===== src/rtl/ysyx_25020047_lsu_pkg.sv =====
// Shared encodings for the ysyx_25020047 load/store unit.
package ysyx_25020047_lsu_pkg;

    localparam logic [1:0] SZ_B = 2'd0;
    localparam logic [1:0] SZ_H = 2'd1;
    localparam logic [1:0] SZ_W = 2'd2;

    localparam int unsigned TIMEOUT_DEF = 255;

    typedef enum logic [1:0] {
        ST_IDLE,
        ST_REQ,
        ST_WAIT,
        ST_RESP
    } lsu_state_e;

    // Malformed or misaligned request: reported without touching the bus.
    function automatic logic req_is_bad(input logic rd, input logic wr,
                                        input logic [1:0] size, input logic [1:0] off);
        return (rd == wr)
            || (size == 2'd3)
            || ((size == SZ_H) && off[0])
            || ((size == SZ_W) && (off != 2'b00));
    endfunction

endpackage


===== src/rtl/ysyx_25020047_lsu_align.sv =====
// Byte-lane formatting: load extract/extend, store replication and strobes.
module ysyx_25020047_lsu_align
    import ysyx_25020047_lsu_pkg::*;
(
    input  logic [1:0]  size,
    input  logic [1:0]  off,
    input  logic        is_unsigned,
    input  logic [31:0] wdata,
    input  logic [31:0] rdata,
    output logic [31:0] ld_data,
    output logic [31:0] st_wdata,
    output logic [3:0]  st_wstrb
);

    logic [31:0] shifted;
    logic [7:0]  ld_byte;
    logic [15:0] ld_half;

    // Select the addressed lane, then extend and build store lanes by size.
    always_comb begin
        shifted  = rdata >> {off, 3'b000};
        ld_byte  = shifted[7:0];
        ld_half  = off[1] ? rdata[31:16] : rdata[15:0];
        ld_data  = '0;
        st_wdata = '0;
        st_wstrb = '0;
        case (size)
            SZ_B: begin
                ld_data  = {{24{~is_unsigned & ld_byte[7]}}, ld_byte};
                st_wdata = {4{wdata[7:0]}};
                st_wstrb = 4'b0001 << off;
            end
            SZ_H: begin
                ld_data  = {{16{~is_unsigned & ld_half[15]}}, ld_half};
                st_wdata = {2{wdata[15:0]}};
                st_wstrb = 4'b0011 << off;
            end
            SZ_W: begin
                ld_data  = rdata;
                st_wdata = wdata;
                st_wstrb = 4'b1111;
            end
            default: ;
        endcase
    end

endmodule


===== src/rtl/ysyx_25020047_lsu.sv =====
// Multi-cycle load/store unit: one request at a time, word-aligned bus with strobes.
module ysyx_25020047_lsu
    import ysyx_25020047_lsu_pkg::*;
#(
    parameter int unsigned TIMEOUT = TIMEOUT_DEF
) (
    input  logic        clk,
    input  logic        rst_n,
    input  logic        req_valid,
    output logic        req_ready,
    input  logic        req_read,
    input  logic        req_write,
    input  logic [31:0] req_addr,
    input  logic [31:0] req_wdata,
    input  logic [1:0]  req_size,
    input  logic        req_unsigned,
    output logic        resp_valid,
    output logic [31:0] resp_rdata,
    output logic        resp_err,
    output logic        mem_req_valid,
    input  logic        mem_req_ready,
    output logic        mem_req_we,
    output logic [31:0] mem_req_addr,
    output logic [31:0] mem_req_wdata,
    output logic [3:0]  mem_req_wstrb,
    input  logic        mem_resp_valid,
    input  logic [31:0] mem_resp_rdata
);

    localparam int unsigned CNT_W = $clog2(TIMEOUT + 1);

    lsu_state_e  state_q, state_d;
    logic [31:0] addr_q, addr_d;
    logic [31:0] wdata_q, wdata_d;
    logic [1:0]  size_q, size_d;
    logic        uns_q, uns_d;
    logic        we_q, we_d;
    logic [CNT_W-1:0] cnt_q, cnt_d;
    logic        mem_req_valid_q, mem_req_valid_d;
    logic        resp_valid_q, resp_valid_d;
    logic        resp_err_q, resp_err_d;
    logic [31:0] resp_rdata_q, resp_rdata_d;

    logic [31:0] ld_data;
    logic [31:0] st_wdata;
    logic [3:0]  st_wstrb;

    ysyx_25020047_lsu_align u_align (
        .size        (size_q),
        .off         (addr_q[1:0]),
        .is_unsigned (uns_q),
        .wdata       (wdata_q),
        .rdata       (mem_resp_rdata),
        .ld_data     (ld_data),
        .st_wdata    (st_wdata),
        .st_wstrb    (st_wstrb)
    );

    // Next-state, request latch, timeout count and response formation.
    always_comb begin
        state_d         = state_q;
        addr_d          = addr_q;
        wdata_d         = wdata_q;
        size_d          = size_q;
        uns_d           = uns_q;
        we_d            = we_q;
        cnt_d           = cnt_q;
        mem_req_valid_d = mem_req_valid_q;
        resp_valid_d    = 1'b0;
        resp_err_d      = 1'b0;
        resp_rdata_d    = '0;
        case (state_q)
            ST_IDLE: begin
                if (req_valid) begin
                    addr_d  = req_addr;
                    wdata_d = req_wdata;
                    size_d  = req_size;
                    uns_d   = req_unsigned;
                    we_d    = req_write;
                    if (req_is_bad(req_read, req_write, req_size, req_addr[1:0])) begin
                        state_d      = ST_RESP;
                        resp_valid_d = 1'b1;
                        resp_err_d   = 1'b1;
                    end else begin
                        state_d         = ST_REQ;
                        mem_req_valid_d = 1'b1;
                    end
                end
            end
            ST_REQ: begin
                if (mem_req_ready) begin
                    state_d         = ST_WAIT;
                    mem_req_valid_d = 1'b0;
                    cnt_d           = '0;
                end
            end
            ST_WAIT: begin
                cnt_d = cnt_q + CNT_W'(1);
                // A bus response in the last allowed cycle still wins over the timeout.
                if (mem_resp_valid) begin
                    state_d      = ST_RESP;
                    resp_valid_d = 1'b1;
                    resp_rdata_d = we_q ? '0 : ld_data;
                end else if (cnt_q == CNT_W'(TIMEOUT - 1)) begin
                    state_d      = ST_RESP;
                    resp_valid_d = 1'b1;
                    resp_err_d   = 1'b1;
                end
            end
            ST_RESP: begin
                state_d = ST_IDLE;
            end
            default: state_d = ST_IDLE;
        endcase
    end

    // State and output registers with synchronous active-low reset.
    always_ff @(posedge clk) begin
        if (!rst_n) begin
            state_q         <= ST_IDLE;
            addr_q          <= '0;
            wdata_q         <= '0;
            size_q          <= '0;
            uns_q           <= 1'b0;
            we_q            <= 1'b0;
            cnt_q           <= '0;
            mem_req_valid_q <= 1'b0;
            resp_valid_q    <= 1'b0;
            resp_err_q      <= 1'b0;
            resp_rdata_q    <= '0;
        end else begin
            state_q         <= state_d;
            addr_q          <= addr_d;
            wdata_q         <= wdata_d;
            size_q          <= size_d;
            uns_q           <= uns_d;
            we_q            <= we_d;
            cnt_q           <= cnt_d;
            mem_req_valid_q <= mem_req_valid_d;
            resp_valid_q    <= resp_valid_d;
            resp_err_q      <= resp_err_d;
            resp_rdata_q    <= resp_rdata_d;
        end
    end

    assign req_ready     = (state_q == ST_IDLE) && rst_n;
    assign resp_valid    = resp_valid_q;
    assign resp_err      = resp_err_q;
    assign resp_rdata    = resp_rdata_q;
    assign mem_req_valid = mem_req_valid_q;
    assign mem_req_we    = we_q;
    assign mem_req_addr  = {addr_q[31:2], 2'b00};
    assign mem_req_wdata = st_wdata;
    assign mem_req_wstrb = we_q ? st_wstrb : 4'b0000;

endmodule


===== config.mk =====
export PLATFORM = sky130hd
export DESIGN_NAME = ysyx_25020047_lsu
export DESIGN_NICKNAME = d
export VERILOG_FILES = /design/src/rtl/ysyx_25020047_lsu_pkg.sv /design/src/rtl/ysyx_25020047_lsu_align.sv /design/src/rtl/ysyx_25020047_lsu.sv
export SDC_FILE = /design/constraint.sdc
export NUM_CORES = 1
export LEC_CHECK = 0
export CORE_MARGIN = 10
export CORE_UTILIZATION = 25
export CTS_CLUSTER_SIZE = 12
export DETAILED_ROUTE_END_ITERATION = 8
export GPL_TIMING_DRIVEN = 0
export SLEW_MARGIN = 0
export SYNTH_ARGS = -nofsm -noshare
export SYNTH_HDL_FRONTEND = slang
export SYNTH_SLANG_ARGS = --single-unit

===== constraint.sdc =====
create_clock -name clk -period 2.3 [get_ports clk]
set_input_delay 0.46 -clock clk [delete_from_list [all_inputs] [get_ports clk]]
set_output_delay 0.46 -clock clk [all_outputs]
set_load 0.01 [all_outputs]

Word level (Yosys, flattened, before mapping)
Cells that the tools add are included.
W data, S select, Z words.
{"block": "classes", "addsub": 1, "bitwise_logic": 6, "mux": 24, "n_reduce_logical": 16, "shifts": 3, "eq_ne": 14}
{"operator": "$pmux W32 S3", "n": 2}
{"operator": "$shr A32 B5 Y8", "n": 1}
{"operator": "$mux W16", "n": 1}
{"operator": "$pmux W8 S2", "n": 1}
{"operator": "$pmux W4 S3", "n": 1}
{"operator": "$eq A2 B2 Y1 const B", "n": 5}
{"operator": "$mux W2", "n": 5}
{"operator": "$add A8 B1 Y8 const B", "n": 1}
{"operator": "$eq A8 B8 Y1 const B", "n": 1}
{"operator": "$mux W1", "n": 8}
{"operator": "$mux W8", "n": 1}
{"operator": "$pmux W2 S4", "n": 1}
{"operator": "$eq A2 B1 Y1 const B", "n": 3}
{"operator": "$ne A2 B2 Y1 const B", "n": 3}
{"operator": "$pmux W1 S2", "n": 3}
{"operator": "$reduce_bool A2 Y1", "n": 3}
{"operator": "$logic_not A2 Y1", "n": 2}
{"operator": "$mux W4", "n": 1}
{"operator": "$not A1 Y1", "n": 4}
{"operator": "$reduce_and A2 Y1", "n": 2}
{"operator": "$reduce_and A4 Y1", "n": 1}
{"operator": "$reduce_or A4 Y1", "n": 1}
{"operator": "$shl A1 B2 Y4 const A", "n": 1}
{"operator": "$shl A2 B2 Y4 const A", "n": 1}
{"operator": "6 further kinds", "n": 11}
{"block": "word_totals", "regBits": 113, "out_inout_bits": 105}

Longest topological paths before layout
Gate-level depths: netlist of run 1.
{"block": "depth", "depth_word": 7, "ltp_mapped": 8, "mapped_depth_nobuf": 6}

Cells and area by module
From an unflattened synthesis of run 1, not the netlist that was laid out.
{"block": "unflattened", "cells_unflattened": 696, "hier_area_um2": 5621.6}
{"module": "ysyx_25020047_lsu", "cells_each": 489, "area_per_inst_um2": 4157.7, "seq_area_each_um2": 2262.2, "n_inst": 1}
{"module": "ysyx_25020047_lsu_align", "cells_each": 207, "area_per_inst_um2": 1463.9, "seq_area_each_um2": 0.0, "n_inst": 1}

Worst setup path before layout of run 1
Ideal clock, no wire load.
{"block": "synth_path", "kind": "register to output", "startpoint": "register size_q[1]", "endpoint": "output mem_req_wdata[14]", "required_ns": 1.840, "path_slack_ns": 0.634, "n_path_buf": 3, "path_stages_with_launch": 6, "t_arrival_ns": 1.206, "cell_sequence": "dfxtp_1 > buf_2 > clkbuf_1 > buf_2 > a21oi_1 > o21ai_1"}
{"block": "synth_via", "elab_chain_len": 2}
{"item": "from (decl)", "line": "ysyx_25020047_lsu.sv:35", "text": "logic [1:0] size_q, size_d;"}
{"item": "from (signal assigned)", "line": "ysyx_25020047_lsu.sv:135", "text": "size_q <= size_d;"}
{"item": "$eq A2 B2 Y1, or another cell as far along", "line": "ysyx_25020047_lsu_align.sv:27", "text": "case (size)"}
{"item": "$pmux W32 S3 (*)", "line": "ysyx_25020047_lsu_align.sv:27"}
{"item": "to (decl)", "line": "ysyx_25020047_lsu.sv:24", "text": "output logic [31:0] mem_req_wdata,"}
Every way passes the cells marked *; elsewhere a longest branch is shown, timed or not.

Worst setup path in the final report of run 1
{"block": "layout_path", "startpoint": "register size_q[0]", "endpoint": "output mem_req_wdata[6]"}
The elaborated chain is that of the path after synthesis.

==> results.py, run 1 <==
metrics = {
    "synth": {
        "synth-main-ff-cell": "sky130_fd_sc_hd__dfxtp_1",
        "post_synth_main_area_contributors": "sky130_fd_sc_hd__dfxtp_1 (43%), sky130_fd_sc_hd__nand2_1 (12%), sky130_fd_sc_hd__a21oi_1 (12%)",
        "yosys_warnings": 0,
        "synth_seq_cells": 113,
        "synth_sequential_area_ratio": 0.431,
        "synthDominantCellAreaShare": 0.431,
        "syn-instance-count": 670,
        "synthArstFlopShare": 0,
        "post_synth_num_cell_types": 47,
        "synth.top_cells.by_count": "sky130_fd_sc_hd__nand2_1 (173), sky130_fd_sc_hd__a21oi_1 (122), sky130_fd_sc_hd__dfxtp_1 (113), sky130_fd_sc_hd__buf_4 (32), sky130_fd_sc_hd__clkbuf_1 (27)",
        "synth.largest_area_cell": "sky130_fd_sc_hd__dfxtp_1",
        "most_repeated_cell_in_the_gate_level_netlist_after_synthesis": "sky130_fd_sc_hd__nand2_1",
        "synth_edf_count": 0,
        "syn_area_um2": 5250,
        "avgSynthCellArea_um2": 7.84,
    },
    "placed_design": {
        "placed_cell_area_um2": 7670,
        "hpwlAfterDp_um": 16000,
        "detailedPlace.worstSlack_ns": -0.315,
        "buffer_ports.inserted": 208,
        "gp_routability_congestion": 0.844,
        "placedCellCount": 1149,
    },
    "sta": {
        "final_hold_fails": 0,
        "timing.max_slew.rel_slack": 0.517,
        "rsz_0062_raised_after_global_routing": "yes",
        "worst-slew-pin-transition_ns": 0.721,
        "post_route_setup_tns_ns": 0,
        "clock_skew_ns": 0.00933,
        "min_period_ns": 2.21,
        "slew_viol_final": 0,
        "fin_crit_sh": 0.960,
        "fin_ws_ns": 0.0930,
        "fmax_ghz": 0.453,
        "timing.final.setup_violations": 0,
    },
    "outcome": {
        "run_status": "completed",
    },
    "setup_path": {
        "critPathLaunchType": "register",
        "max_stage_delay_ns": 0.51,
        "end_kind": "output pin",
        "worstPathCellList": "buf_6 > nand2_4 > and2_1 > clkdlybuf4s50_1",
        "reg2reg_from": "state_q[1]$_SDFFE_PN0P_",
        "setup.worst_path.start": "size_q[0]$_SDFFE_PN0P_",
        "timing.critical_path.required_ns": 1.84,
        "worst-endpoint-arrival_ns": 1.75,
        "worst_r2r_endpoint": "size_q[1]$_SDFFE_PN0P_",
        "timing.critical_path.fanout_max": 10,
        "rr_worst_depth": 7,
        "cp-endpoint": "mem_req_wdata[6]",
        "cp_class": "reg -> out",
        "reg2reg_setup_slack_ns": 0.28,
        "critical_path.slowest_cell": "sky130_fd_sc_hd__clkdlybuf4s50_1",
    },
    "finish": {
        "design_area_um2": 8370,
        "finalNonFillerCells": 1181,
        "area_growth_syn_to_layout_pct": 59.4,
        "drive_above_1_share": 0.143,
        "finish.net_count": 1011,
        "diodes_inserted": 0,
        "utilization": 0.410,
    },
    "worst_hold_path": {
        "min-delay-start": "addr_q[22]$_SDFFE_PN0P_",
        "hold_path_class": "reg -> reg",
    },
    "floorplanning": {
        "design.core.area_um2": 20400,
        "fp.dieArea_um2": 27200,
        "std_cell_rows": 52,
        "die_h_um": 165,
        "floorplan.die.width_um": 165,
        "initial_core_util": 0.257,
        "io_pins": 211,
    },
    "grt": {
        "vias_in_the_first_global_route": 5398,
        "grtUsageTotal": 0.148,
        "globalRouteOverflowTotal": 0,
        "grt_first_pass_wirelength_um": 30900,
        "grt_antenna_before_repair": 1,
        "grt_max_degree": 17,
    },
    "power_and_ir_drop": {
        "power-per-cell-area_nw_per_um2": 937,
        "ir_drop_mv": 0.514,
        "cellLeakagePower_nw": 3.35,
    },
    "drt": {
        "firstDrtPassIters": 4,
        "drt-wirelength-per-cell_um": 17.6,
        "route.antenna.remaining_nets": 0,
        "iter_0_drt_violations": 202,
        "finalWirelength_um": 20700,
        "dr_vias_cell": 4.56,
        "num_vias": 5388,
        "route.detailed.drc": 0,
    },
    "cts": {
        "ctsLongestPathBuffers": 2,
        "cts.htree.levels": 4,
        "post_cts_hold_buffer_count": 0,
        "cts_tree": "done",
        "cts-buffers-inserted": 17,
        "clkTransAtPathRegs_ns": 0.06,
        "clkSinkCount": 113,
        "cts-root-buf": "sky130_fd_sc_hd__clkbuf_16",
        "clock_insertion_delay_worst_skew_ns": 0.42,
    },
    "flow_run": {
        "max_cap_viol_count": 0,
    },
}
==> how the worst min path moves through the flow <==
| stage | endpoint | slack (ns) | cells after the start |
|---|---|---|---|
| 2_1_floorplan | wdata_q[31]$_SDFFE_PN0P_ | 0.44 | 2 |
| 3_3_place_gp | addr_q[22]$_SDFFE_PN0P_ | 0.44 | 2 |
| 3_5_place_dp | addr_q[27]$_SDFFE_PN0P_ | 0.45 | 2 |
| 4_1_cts | addr_q[8]$_SDFFE_PN0P_ | 0.45 | 2 |
| 5_1_grt | addr_q[3]$_SDFFE_PN0P_ | 0.47 | 2 |
| 6_report | addr_q[22]$_SDFFE_PN0P_ | 0.45 | 2 |
==> power by group <==
part           leakage (nW)  switching [mW]  internal, mW
Clock                 0.304           0.941          1.84
Sequential            0.921           0.152          2.23
Combinational          2.12            1.46          1.23
Total                  3.35            2.55          5.29
==> final cells by class <==
type,instances,area [µm²]
plain buffers,77,505
clock buffers,22,494
clock inverters,9,129
fillers,2110,12100
inverters,10,37.5
multi-input cells,468,2570
flip-flops and latches,113,2260
well taps,270,338
repair buffers,212,2040
==> timing repair <==
item                                    4_1_cts  5_1_grt
resized for setup                            64       42
hold endpoints to repair                      0        0
endpoints found under the setup margin       37       39
pin swaps                                     0        1
buffers inserted                              4        0
==> metal layers <==
layer,vias up,GRT usage,share of wire
met5,-,0,0.00063
met1,2439,0.168,0.41
met3,25,0.0732,0.12
li1,2708,-,-
met2,214,0.239,0.45
met4,2,0.0511,0.016
==> worst max-delay path: cells and delay by family, from the launching register on <==
kind	cells	cell delay, ns
buffers and inverters	2	0.68
DFF	1	0.36
and+or+nand+nor	2	0.30
==> state kept, by name, summed over array words and instances, names as in the netlist <==
register and cells:
addr_q 32, resp_rdata 32, wdata_q 32, cnt_q 8, size_q 2, state_q 2
mem_req_valid 1, mem_req_we 1, resp_err 1, resp_valid 1, uns_q 1
==> cell families after synthesis <==
group / count (synthesis) / share of synthesized area
DFF: 113 / 0.431
AOI/OAI and AO/OA: 192 / 0.212
muxes: 18 / 0.0386
and+or+nand+nor: 244 / 0.201
other: 1 / 0.000714
xor gates and xnor gates: 6 / 0.0100
adders and majority gates: 6 / 0.0143
buffers and inverters: 90 / 0.0927
==> stage by stage <==
| step | power [mW] | hold WS (ns) |
|---|---|---|
| finish | 7.84 | 0.453 |
| global placement | 5.09 | 0.443 |
| global route | 8.29 | 0.472 |
| floorplan | 3.89 | 0.436 |
| CTS | 7.92 | 0.454 |
| detailed placement | 5.10 | 0.447 |
==> cells in the final DEF, fill, tap and decap left out, types with 6 or more instances in the layout <==
cell	count
sky130_fd_sc_hd__a211o_1	8
sky130_fd_sc_hd__a21o_1	8
sky130_fd_sc_hd__a21oi_1	122
sky130_fd_sc_hd__a221oi_1	8
sky130_fd_sc_hd__a22oi_1	16
sky130_fd_sc_hd__and2_1	8
sky130_fd_sc_hd__buf_2	11
sky130_fd_sc_hd__buf_4	37
sky130_fd_sc_hd__buf_6	7
sky130_fd_sc_hd__clkbuf_1	20
sky130_fd_sc_hd__clkbuf_16	17
sky130_fd_sc_hd__clkbuf_2	15
sky130_fd_sc_hd__clkbuf_8	6
sky130_fd_sc_hd__clkdlybuf4s50_1	177
sky130_fd_sc_hd__dfxtp_1	112
sky130_fd_sc_hd__dlygate4sd2_1	12
sky130_fd_sc_hd__mux2_1	13
sky130_fd_sc_hd__nand2_1	173
sky130_fd_sc_hd__nand2b_1	10
sky130_fd_sc_hd__nor2_1	16
sky130_fd_sc_hd__o21ai_1	17
(Power assumes the default switching activity.)
==> run 2, diff against run 1 <==
--- a/config.mk
+++ b/config.mk
@@ -10,6 +10,7 @@
 export CTS_CLUSTER_SIZE = 12
 export DETAILED_ROUTE_END_ITERATION = 8
 export GPL_TIMING_DRIVEN = 0
+export RECOVER_POWER = 50
 export SLEW_MARGIN = 0
 export SYNTH_ARGS = -nofsm -noshare
 export SYNTH_HDL_FRONTEND = slang
==> run 2 against run 1 <==
Against the previous run:
- global-route usage is the same
- combinational power shrank 2%
- design area decreased by 0.25%
- clock-buffer cell count stayed put
- clock power barely moved
- largest cell class unchanged
==> results.py, run 2 (synthesis gave the netlist of run 1 again) <==
metrics = {
    "placed_design": {
        "hpwlAfterDp_um": 16000,
        "gp_routability_congestion": 0.844,
        "placedCellCount": 1149,
        "buffer_ports.inserted": 208,
    },
    "finish": {
        "regArea_um2": 2260,
        "final_common_cell": "sky130_fd_sc_hd__nand2_1",
        "diodes_inserted": 0,
        "layout.cells.most_common_list": "sky130_fd_sc_hd__nand2_1 (173), sky130_fd_sc_hd__clkdlybuf4s50_1 (126), sky130_fd_sc_hd__a21oi_1 (122)",
        "multi_input_comb_area_um2": 2560,
        "layout.filler_cells": 2115,
        "drive_above_1_share": 0.136,
        "finish.net_count": 1011,
        "finalNonFillerCells": 1181,
        "area_growth_syn_to_layout_pct": 59.0,
    },
    "sta": {
        "rsz_0062_raised_after_global_routing": "yes",
        "worst-slew-pin-transition_ns": 0.721,
        "final_hold_fails": 0,
        "slew_viol_final": 0,
        "fin_crit_sh": 0.959,
        "fmax_ghz": 0.453,
        "clock_skew_ns": 0.00948,
        "timing.final.setup_violations": 0,
        "timing.max_slew.rel_slack": 0.517,
        "min_period_ns": 2.21,
        "post_route_setup_tns_ns": 0,
    },
    "floorplanning": {
        "die_h_um": 165,
        "floorplan.die.width_um": 165,
        "design.core.area_um2": 20400,
        "io_pins": 211,
        "fp.dieArea_um2": 27200,
        "initial_core_util": 0.257,
        "std_cell_rows": 52,
    },
    "grt": {
        "grt_antenna_before_repair": 1,
        "grt_max_degree": 17,
        "grt_first_pass_wirelength_um": 30900,
        "vias_in_the_first_global_route": 5398,
        "grtUsageTotal": 0.148,
        "globalRouteOverflowTotal": 0,
    },
    "drt": {
        "dr_vias_cell": 4.57,
        "drt-wirelength-per-cell_um": 17.6,
        "iter_0_drt_violations": 202,
        "num_vias": 5396,
        "firstDrtPassIters": 5,
        "route.antenna.remaining_nets": 0,
        "met1Wirelength_um": 8610,
        "finalWirelength_um": 20800,
        "wl_met3_um": 2360,
        "detailroute.wirelength.met2_um": 9450,
        "uppermost_metal_layer_occupied_by_signal_nets": "met5",
        "route.detailed.drc": 0,
    },
    "cts": {
        "ctsLongestPathBuffers": 2,
        "clkSinkCount": 113,
        "cts.htree.levels": 4,
        "clock_insertion_delay_worst_skew_ns": 0.42,
        "cts-root-buf": "sky130_fd_sc_hd__clkbuf_16",
        "cts_tree": "done",
        "post_cts_hold_buffer_count": 0,
        "clkTransAtPathRegs_ns": 0.06,
        "cts-buffers-inserted": 17,
    },
    "worst_hold_path": {
        "hold_path_class": "reg -> reg",
        "min-delay-start": "addr_q[22]$_SDFFE_PN0P_",
    },
    "setup_path": {
        "critPathLaunchType": "register",
        "worst-endpoint-arrival_ns": 1.75,
        "timing.critical_path.fanout_max": 10,
        "reg2reg_from": "state_q[0]$_SDFFE_PN0P_",
        "setup.worst_path.start": "size_q[0]$_SDFFE_PN0P_",
        "end_kind": "output pin",
        "timing.critical_path.required_ns": 1.84,
        "cp_class": "reg -> out",
    },
    "power_and_ir_drop": {
        "power-per-cell-area_nw_per_um2": 932,
        "ir_drop_mv": 0.510,
        "cellLeakagePower_nw": 3.51,
    },
    "outcome": {
        "run_status": "completed",
    },
    "flow_run": {
        "max_cap_viol_count": 0,
    },
}
-- run 2: critical path, cell delays in order (launching register included) --
cell and delay [ns]:
sky130_fd_sc_hd__dfxtp_1 0.36, sky130_fd_sc_hd__buf_6 0.17, sky130_fd_sc_hd__nand2_4 0.12, sky130_fd_sc_hd__and2_1 0.18, sky130_fd_sc_hd__clkdlybuf4s50_1 0.51
-- run 2: report_power, final --
part | internal [mW] | total [mW] | switching, mW
registers | 2.23 | 2.38 | 0.151
logic | 1.17 | 2.62 | 1.45
clock network | 1.84 | 2.78 | 0.945
total | 5.24 | 7.78 | 2.54
-- run 2: worst paths after layout --
path / to / slack (ns) / depth (start not counted)
max: mem_req_wdata[6] / 0.09 / 4
min: addr_q[22]$_SDFFE_PN0P_ / 0.45 / 2
max reg2reg: mem_req_we$_SDFFE_PN0P_ / 0.26 / 7
min reg2reg: addr_q[22]$_SDFFE_PN0P_ / 0.45 / 2
-- run 2: cell type report --
| class | count | area share |
|---|---|---|
| buffer | 77 | 0.0595 |
| clock buffer | 22 | 0.0592 |
| clock inverter | 9 | 0.0154 |
| inverter | 10 | 0.00449 |
| multi-input combinational | 468 | 0.306 |
| sequential | 113 | 0.271 |
| tap | 270 | 0.0404 |
| timing repair buffer | 212 | 0.244 |
-- run 2: layer usage --
layer / global-route usage / vias up
met5: 0 / -
met4: 0.0511 / 2
met3: 0.0732 / 25
met2: 0.239 / 196
met1: 0.168 / 2470
li1: - / 2703
-- run 2: timing repair --
| action | in CTS | in global routing |
|---|---|---|
| gates resized for setup | 64 | 42 |
| setup endpoints to repair | 37 | 39 |
| setup buffers | 4 | 0 |
| pin swaps | 0 | 1 |
| cloned | 0 | 0 |
-- run 2: stage by stage --
stage	util	hold WS (ns)	setup slack, ns	cell area, µm²	power (mW)
after floorplan	-	0.436	0.634	5260	3.89
after CTS	0.411	0.454	-0.0916	8390	7.92
after detailed placement	0.376	0.447	-0.315	7670	5.10
final	0.409	0.453	0.0944	8350	7.78
after global routing	0.409	0.472	-0.000280	8350	8.22
after global placement	0.376	0.443	-0.327	7670	5.09
==> run 3, diff against run 2 <==
--- a/config.mk
+++ b/config.mk
@@ -11,6 +11,7 @@
 export DETAILED_ROUTE_END_ITERATION = 8
 export GPL_TIMING_DRIVEN = 0
 export RECOVER_POWER = 50
+export SKIP_LAST_GASP = 1
 export SLEW_MARGIN = 0
 export SYNTH_ARGS = -nofsm -noshare
 export SYNTH_HDL_FRONTEND = slang
==> run 3 against run 2 <==
Against the previous run:
- the flow now finishes with violations (negative setup slack)
- sequential cell count unchanged
- highest routed layer unchanged
- final cell count unchanged
- setup slack worse by 0.14 ns
- clock-buffer cell count unchanged
- largest power group unchanged
- power about the same
- global-route usage about the same
==> results.py, run 3 (synthesis gave the netlist of run 1 again) <==
metrics = {
    "drt": {
        "firstDrtPassIters": 5,
        "num_vias": 5377,
        "iter_0_drt_violations": 238,
        "route.antenna.remaining_nets": 0,
        "route.detailed.drc": 0,
        "finalWirelength_um": 20700,
        "dr_vias_cell": 4.55,
        "drt-wirelength-per-cell_um": 17.6,
    },
    "floorplanning": {
        "floorplan.die.width_um": 165,
        "std_cell_rows": 52,
        "io_pins": 211,
        "die_h_um": 165,
        "initial_core_util": 0.257,
        "fp.dieArea_um2": 27200,
        "design.core.area_um2": 20400,
    },
    "placed_design": {
        "gp_routability_congestion": 0.844,
        "hpwlAfterDp_um": 16000,
        "placedCellCount": 1149,
        "buffer_ports.inserted": 208,
    },
    "grt": {
        "globalRouteOverflowTotal": 0,
        "grt_max_degree": 17,
        "grt_first_pass_wirelength_um": 30800,
        "grtUsageTotal": 0.148,
        "grt_antenna_before_repair": 1,
        "vias_in_the_first_global_route": 5391,
    },
    "sta": {
        "final_hold_fails": 0,
        "fmax_ghz": 0.427,
        "fin_crit_sh": 1.02,
        "min_period_ns": 2.34,
        "timing.max_slew.rel_slack": 0.514,
        "slew_viol_final": 0,
        "worst_hold_check_slack_ns": 0.453,
        "rsz_0062_raised_after_global_routing": "yes",
        "timing.final.setup_violations": 1,
        "fin_ws_ns": -0.0440,
        "worst-slew-pin-transition_ns": 0.726,
        "clock_skew_ns": 0.00936,
    },
    "setup_path": {
        "max_stage_delay_ns": 0.55,
        "critical_path.slowest_cell": "sky130_fd_sc_hd__clkdlybuf4s50_1",
        "worstPathCellList": "buf_4 > buf_4 > nor2b_4 > a21o_1 > clkdlybuf4s50_1",
        "end_kind": "output pin",
        "timing.critical_path.mode_cell": "sky130_fd_sc_hd__buf_4",
        "timing.critical_path.fanout_max": 10,
        "critPathLaunchType": "register",
        "timing.critical_path.required_ns": 1.84,
        "cp_class": "reg -> out",
        "worst-endpoint-arrival_ns": 1.88,
    },
    "cts": {
        "clock_insertion_delay_worst_skew_ns": 0.42,
        "clkSinkCount": 113,
        "cts.htree.levels": 4,
        "cts_tree": "done",
        "ctsLongestPathBuffers": 2,
        "cts-buffers-inserted": 17,
        "clkTransAtPathRegs_ns": 0.06,
        "post_cts_hold_buffer_count": 0,
        "cts-root-buf": "sky130_fd_sc_hd__clkbuf_16",
    },
    "power_and_ir_drop": {
        "ir_drop_mv": 0.519,
        "cellLeakagePower_nw": 3.62,
        "power-per-cell-area_nw_per_um2": 927,
    },
    "finish": {
        "layout.cells.most_common_list": "sky130_fd_sc_hd__nand2_1 (173), sky130_fd_sc_hd__clkdlybuf4s50_1 (124), sky130_fd_sc_hd__a21oi_1 (122)",
        "diodes_inserted": 0,
        "multi_input_comb_area_um2": 2550,
        "finish.net_count": 1011,
        "regArea_um2": 2260,
        "finalNonFillerCells": 1181,
        "drive_above_1_share": 0.126,
        "area_growth_syn_to_layout_pct": 59.9,
        "layout.filler_cells": 2111,
        "final_common_cell": "sky130_fd_sc_hd__nand2_1",
    },
    "outcome": {
        "run_status": "complete, but fails checks",
        "violations": "negative setup slack",
    },
    "flow_run": {
        "max_cap_viol_count": 0,
    },
    "worst_hold_path": {
        "hold_path_class": "reg -> reg",
    },
}
-- run 3: changes by cell type in the layout (fill, tap and decap cells not counted), sizes merged --
cell and delta:
dlymetal6s2s +8, clkdlybuf4s50 -2, clkdlybuf4s15 +7, dlygate4sd3 -2, clkbuf -8, buf +1, dlygate4sd2 -4
-- run 3: what timing repair did --
| item | in CTS | in global routing |
|---|---|---|
| buffers inserted | 4 | 0 |
| resized for setup | 53 | 47 |
| gates cloned | 0 | 0 |
| endpoints found under the setup margin | 37 | 44 |
| pin swaps | 0 | 0 |
-- run 3: critical path: cells and delay by family, from the launching register on --
family / cells / cell delay [ns]
compound gates: 1 / 0.10
buf+inv: 3 / 0.92
flops: 1 / 0.29
simple gates: 1 / 0.15
-- run 3: metrics by stage --
stage	total power [mW]	setup TNS (ns)	util	setup slack (ns)	area (µm²)
after floorplan	3.89	0	-	0.634	5260
after global placement	5.09	-11.87	0.376	-0.327	7670
after detailed placement	5.10	-11.16	0.376	-0.315	7670
after CTS	7.91	-1.38	0.410	-0.159	8370
after global routing	8.22	-0.887	0.411	-0.152	8390
final	7.78	-0.0440	0.411	-0.0440	8390
-- run 3: report_power, final --
part | switching (mW) | internal, mW | leakage, nW | total [mW]
logic | 1.44 | 1.18 | 2.39 | 2.62
clock network | 0.941 | 1.84 | 0.304 | 2.78
registers | 0.150 | 2.23 | 0.921 | 2.38
total | 2.53 | 5.25 | 3.62 | 7.78
-- run 3: layout make-up --
cell class	instances	area share
buffer	77	0.0580
clock buffer	22	0.0589
clock inverter	9	0.0154
inverter	10	0.00447
multi-input combinational	468	0.304
sequential	113	0.270
tap	270	0.0402
timing repair buffer	212	0.250
-- run 3: worst paths after layout --
path / start / to / slack (ns) / cells after the start
setup / recovery: size_q[1]$_SDFFE_PN0P_ / mem_req_wdata[21] / -0.04 / 5
hold / removal: addr_q[21]$_SDFFE_PN0P_ / addr_q[21]$_SDFFE_PN0P_ / 0.45 / 2
setup reg to reg: state_q[0]$_SDFFE_PN0P_ / addr_q[26]$_SDFFE_PN0P_ / 0.17 / 8
hold reg to reg: addr_q[21]$_SDFFE_PN0P_ / addr_q[21]$_SDFFE_PN0P_ / 0.45 / 2
-- run 3: per-layer routing --
layer	share of wire	vias to the layer above	GRT usage	wire length [µm]
li1	-	2705	-	-
met1	0.41	2446	0.167	8560
met2	0.45	197	0.238	9360
met3	0.12	27	0.0724	2470
met4	0.016	2	0.0511	337
met5	0.00063	-	0	13
